`config.mk`:
```
export PLATFORM = sky130hd
export DESIGN_NAME = apb_fsm_controller
export DESIGN_NICKNAME = d
export VERILOG_FILES = /design/src/rtl/ahb2apb_pkg.sv /design/src/rtl/apb_fsm_controller.sv
export SDC_FILE = /design/constraint.sdc
export NUM_CORES = 1
export LEC_CHECK = 0
export BUFFER_PORTS_ARGS = -buffer_cell sky130_fd_sc_hd__buf_2
export CORE_ASPECT_RATIO = 0.6
export CORE_MARGIN = 4
export CORE_UTILIZATION = 28
export DETAILED_ROUTE_END_ITERATION = 16
export PLACE_DENSITY = 0.58
export SYNTH_ARGS = -nofsm -noshare
export SYNTH_HDL_FRONTEND = slang
export SYNTH_SLANG_ARGS = --single-unit
```
`constraint.sdc`:
```
create_clock -name hclk -period 3.5 [get_ports hclk]
set_input_delay 0.35 -clock hclk [delete_from_list [all_inputs] [get_ports hclk]]
set_output_delay 0.35 -clock hclk [all_outputs]
set_load 0.1 [all_outputs]
```
`src/rtl/ahb2apb_pkg.sv`:
```
// Shared types and constants for the AHB-to-APB bridge.
package ahb2apb_pkg;

  localparam int unsigned ADDR_W_DEF = 32;
  localparam int unsigned DATA_W_DEF = 32;

  // One-hot APB slave selects
  localparam logic [2:0] SEL_NONE = 3'b000;
  localparam logic [2:0] SEL_S0   = 3'b001;
  localparam logic [2:0] SEL_S1   = 3'b010;
  localparam logic [2:0] SEL_S2   = 3'b100;

  typedef enum logic [2:0] {
    IDLE     = 3'd0,
    READ     = 3'd1,
    RENABLE  = 3'd2,
    WWAIT    = 3'd3,
    WRITE    = 3'd4,
    WENABLE  = 3'd5,
    WRITEP   = 3'd6,
    WENABLEP = 3'd7
  } apb_state_e;

endpackage

```
`src/rtl/apb_fsm_controller.sv`:
```
// Sequences pipelined AHB transfers into APB SETUP/ENABLE cycles and
// stalls AHB through hready_out while an APB access is in flight.
module apb_fsm_controller
  import ahb2apb_pkg::*;
#(
  parameter int unsigned ADDR_W = ADDR_W_DEF,
  parameter int unsigned DATA_W = DATA_W_DEF
) (
  input  logic              hclk,
  input  logic              hreset,
  input  logic              valid,
  input  logic              hwrite,
  input  logic              hwrite_reg,
  input  logic [ADDR_W-1:0] haddr,
  input  logic [ADDR_W-1:0] haddr1,
  input  logic [ADDR_W-1:0] haddr2,
  input  logic [DATA_W-1:0] hwdata,
  input  logic [DATA_W-1:0] hwdata1,
  input  logic [2:0]        temp_selx,
  output logic [ADDR_W-1:0] paddr,
  output logic [DATA_W-1:0] pwdata,
  output logic              pwrite,
  output logic              penable,
  output logic [2:0]        pselx,
  output logic              hready_out
);

  apb_state_e        r_state;
  apb_state_e        w_next;
  logic [2:0]        r_selx_q;

  logic [ADDR_W-1:0] r_paddr,   w_paddr;
  logic [DATA_W-1:0] r_pwdata,  w_pwdata;
  logic              r_pwrite,  w_pwrite;
  logic              r_penable, w_penable;
  logic [2:0]        r_pselx,   w_pselx;
  logic              r_hready,  w_hready;
  logic              w_from_pipe;

  // Next-state selection from current state and AHB pipeline inputs
  always_comb begin
    w_next = r_state;
    case (r_state)
      IDLE, RENABLE, WENABLE: begin
        if (valid && !hwrite)     w_next = READ;
        else if (valid && hwrite) w_next = WWAIT;
        else                      w_next = IDLE;
      end
      READ:     w_next = RENABLE;
      WWAIT:    w_next = valid ? WRITEP : WRITE;
      WRITE:    w_next = valid ? WENABLEP : WENABLE;
      WRITEP:   w_next = WENABLEP;
      WENABLEP: begin
        if (!hwrite_reg) w_next = READ;
        else if (valid)  w_next = WRITEP;
        else             w_next = WRITE;
      end
      default:  w_next = IDLE;
    endcase
  end

  // A write launched out of WENABLEP is one stage deeper in the AHB
  // pipeline than one launched out of WWAIT, so it uses the older taps.
  assign w_from_pipe = (r_state == WENABLEP);

  // Output values to be registered on entry to the next state
  always_comb begin
    w_paddr   = r_paddr;
    w_pwdata  = r_pwdata;
    w_pwrite  = r_pwrite;
    w_penable = 1'b0;
    w_pselx   = r_pselx;
    w_hready  = 1'b1;
    case (w_next)
      READ: begin
        w_paddr  = haddr;
        w_pselx  = temp_selx;
        w_pwrite = 1'b0;
        w_hready = 1'b0;
      end
      RENABLE, WENABLE, WENABLEP: begin
        w_penable = 1'b1;
      end
      WRITE, WRITEP: begin
        w_paddr  = w_from_pipe ? haddr2 : haddr1;
        w_pwdata = w_from_pipe ? hwdata1 : hwdata;
        w_pselx  = r_selx_q;
        w_pwrite = 1'b1;
        w_hready = 1'b0;
      end
      IDLE, WWAIT: begin
        w_pselx = SEL_NONE;
      end
      default: begin
        w_pselx = SEL_NONE;
      end
    endcase
  end

  // State, captured select and all APB/AHB outputs updated together
  always_ff @(posedge hclk) begin
    if (hreset) begin
      r_state   <= IDLE;
      r_selx_q  <= SEL_NONE;
      r_paddr   <= '0;
      r_pwdata  <= '0;
      r_pwrite  <= 1'b0;
      r_penable <= 1'b0;
      r_pselx   <= SEL_NONE;
      r_hready  <= 1'b1;
    end else begin
      r_state   <= w_next;
      if (valid) r_selx_q <= temp_selx;
      r_paddr   <= w_paddr;
      r_pwdata  <= w_pwdata;
      r_pwrite  <= w_pwrite;
      r_penable <= w_penable;
      r_pselx   <= w_pselx;
      r_hready  <= w_hready;
    end
  end

  assign paddr      = r_paddr;
  assign pwdata     = r_pwdata;
  assign pwrite     = r_pwrite;
  assign penable    = r_penable;
  assign pselx      = r_pselx;
  assign hready_out = r_hready;

endmodule

```
==> impl.org <==
** Status
- Run status :: completed

** Critical path
- The worst setup path is of the flop to flop kind.
- For this design, the slowest cell found on the critical path is buf_4.
- Critical-path cell list :: nand2_2 > a21oi_4 > buf_4 > mux2i_1 > o2bb2ai_1
- For this run, the slowest stage of the critical path takes roughly 0.53 ns.
- Critical Path Source Type :: flop
- STA classifies the critical path endpoint as a flop.
- WP data arrival :: between 2 and 2.5 ns
- In this run the worst path has a maximum fanout of between 60 and 70.
- For the worst setup path, the data required time is 3.70 ns.
- Number of cells traversed by the worst register-to-register path :: 5

** Clocking
- Clock tree synthesis inserted a total of 9 buffers.
- Total number of H-tree levels :: 3
- Clk_lat worst skew :: 0.33 ns
- TritonCTS clock tree :: yes
- The number of hold buffers added after CTS was 0.
- Maximum clock path buffer count :: 2
- Post-CTS setup repair buffer count :: 0
- Number of gates resized after CTS :: 0
- Clock tree sinks :: 76
- Buffer cell driving the clock tree root :: clkbuf_16
- Clock transition at the registers of the reported paths :: around 0.05 ns

** GRT
- The total overflow left after global routing is 0.
- The first global-routing pass estimated between 15000 and 20000 um of wire.
- Entering global routing, the biggest net connects 63 pins.
- Global routing used 13.48% of the available tracks across all layers.
- The number of global-route vias before repair is ~3500.
- The number of antenna violations at the first check in global routing came to 0.

** Route
- Dividing the detail-routed wire length by the instance count gives 14.16 um.
- First-pass detailed-route iteration total :: 4
- After detailed routing, the number of vias per cell comes to 4.607.
- Vias :: ~3500
- The detail route stage leaves a number of antenna-violating nets equal to 0.
- After detailed routing, the total wire length is 10680 um.
- In the routed design, unresolved DRC markers number 0.
- After the first detailed-routing iteration, the DRC count stood at 85.

** Yosys
- Number of flops mapped to enable cells by yosys :: 0
- In the synthesized netlist, the number of instances is 359.
- In the post-synthesis netlist, the cell with the most instances is dfxtp_1.
- Total of flip-flops plus latches after synthesis :: between 70 and 80
- Flip-flop cell with the highest count after synthesis :: dfxtp_1
- Yosys warns :: 0
- After synthesis, the largest area contributor takes up 41.15% of total cell area.
- Dividing the synthesized area by the synthesized cell count gives 10.30 um2.
- Fraction of registers with async set or reset after synthesis :: 0%
- The share of the Yosys chip area taken by registers is ~40%.
- The biggest area contributor in the post-synthesis netlist is dfxtp_1.
- The netlist uses 26 different library cells.
- In this run the cell area of the synthesized design comes to 0.003697 mm2.
- Counting instances in the post-synthesis netlist gives the leading cell types as 76 x dfxtp_1, 67 x mux2i_1, 40 x nor2_1.
- The number of nets in the synthesized netlist is approximately 530.
- Sorting the synthesized cells by area gives the leading types as dfxtp_1 41%, mux2i_1 18%, mux2_2 9.7%, o2bb2ai_1 7.6%, a211oi_1 6.9%.

** Pwr
- Leakage :: 2.534 nW
- Cell internal power was estimated by the tool at 1.577 mW.
- Dividing total power by cell area gives a power density of about 470 mW/mm2.
- Net switching is 35.16% of the power.
- Per report_power, the combinational group accounts for 27.7% of the total.
- Of the total power, the clock network draws 33.3%.
- Sequential cells account for 39.0% of the total power.
- Power spent charging and discharging nets :: about 0.86 mW
- Worst vdd ir :: 0.2002 mV

** Floorplan
- The floorplan step defined a die boundary enclosing around 0.015 mm2.
- Count of boundary I/O pins :: 238
- Die height :: 97.01 um
- Die width :: 156.4 um
- Starting Density :: 28.68%
- Standard-cell rows :: 32
- The region available for standard cell placement spans 0.01289 mm2.

** STA
- Slew at the pin closest to its max-slew limit :: 0.6342 ns
- PnR worst setup slack :: 1.628 ns
- Setup violations remaining at the end of the flow were counted as 0.
- For this run, the top clock speed supported by timing is 534.2 MHz.
- Relative slew slack :: 57.72%
- Worst-case hold slack :: 0.2827 ns
- Worst clock skew :: 0.005772 ns
- Setup repair after global routing left no endpoint under its margin.
- The hold violation total from the final report came to 0.
- The worst path needs 1.872 ns of the cycle, external delays included.
- After routing, the total negative slack on setup checks comes to 0 ns.
- Final Max Tran Viols :: 0
- The final critical path takes up 53.49% of the cycle.

** Placement
- After legalization and detailed placement, the total HPWL measured 8155 um.
- During placement, the flow inserted port buffers numbering 237.
- Routability-driven placement finished with a final weighted congestion of 0.7550.
- Worst-case setup slack after placement :: roughly 1.6 ns

** Job
- Max-cap violations in this run came to 0.

** Finish
- The repair_antennas step left the layout with diodes totalling 0.
- For this run, the post-layout net count is between 700 and 800.
- Synthesis-to-finish area growth :: 41.39%
- Share of layout cells above drive strength 1 :: 50.34%

** Min path
- Hold crit path type :: input pin to flop
- Number of instances on the worst hold path :: 3
==> power by group through the flow <==
stage	registers (mW)	clock network (mW)	logic [mW]
4_1_cts	0.948	0.855	0.681
5_1_grt	0.955	0.887	0.715
3_5_place_dp	0.966	0	0.679
3_3_place_gp	0.967	0	0.671
2_1_floorplan	1.30	0	0.175
6_report	0.948	0.811	0.674
==> cell families after synthesis <==
family	count (synthesis)	synth area share, %
compound gates	83	17.60
buf+inv	40	5.821
flops	76	41.15
mux	99	27.88
simple gates	61	7.546
==> layer usage <==
| layer | global-route usage (%) | wire [um] |
|---|---|---|
| met5 | 0 | 0 |
| met4 | 3.267 | 85 |
| met3 | 4.962 | 1127 |
| met2 | 22.63 | 4887 |
| met1 | 16.38 | 4579 |
==> layout make-up <==
type                    count  area, um2
multi-input cells         243       1979
inverters                   6      22.52
clock inverters             3      15.01
clock buffers              12      236.5
repair buffers            244       1239
flip-flops and latches     76       1523
well taps                 170      212.7
fillers                  1286       7665
==> stage by stage <==
stage	utilization [%]	total power, mW	cells	area [um2]
after CTS	40.55	2.484	754	5228
after global routing	40.55	2.557	754	5228
after floorplan	-	1.476	359	3697
final	40.55	2.433	754	5228
after detailed placement	38.60	1.645	739	4976
after global placement	38.60	1.638	739	4976
==> cell usage in the layout (no fill, tap or decap), types with 4 or more instances in the layout <==
master | synthesis | final
buf_2 | 16 | 237
mux2i_1 | 67 | 67
mux2_2 | 32 | 32
buf_4 | 6 | 7
nor2_1 | 40 | 39
a211oi_1 | 34 | 34
clkbuf_16 | 0 | 9
o2bb2ai_1 | 32 | 32
a21oi_1 | 9 | 8
nand2b_1 | 7 | 7
nor2b_1 | 4 | 4
dfxtp_1 | 76 | 75
inv_1 | 6 | 6
==> critical path: cells and delay by family, from the launching register on <==
family                 cells  cell delay (ns)
AOI/OAI and AO/OA          2             0.24
and+or+nand+nor            1             0.17
muxes                      1             0.26
buffers and inverters      1             0.53
DFF                        1             0.52
==> path summary, 6_finish.rpt <==
kind,startpoint,end,slack (ns)
max,r_state[0],paddr[27],1.63
max reg2reg,r_state[0],paddr[27],1.63
min,temp_selx[1],r_selx_q[1],0.28
min reg2reg,paddr[30],paddr[30],0.46
==> state kept, by name, indices dropped and copies added (netlist names) <==
register	flops
paddr	32
pwdata	32
pselx	3
r_selx_q	3
r_state	3
hready_out	1
penable	1
pwrite	1
Power figures use the tool's default switching activity.
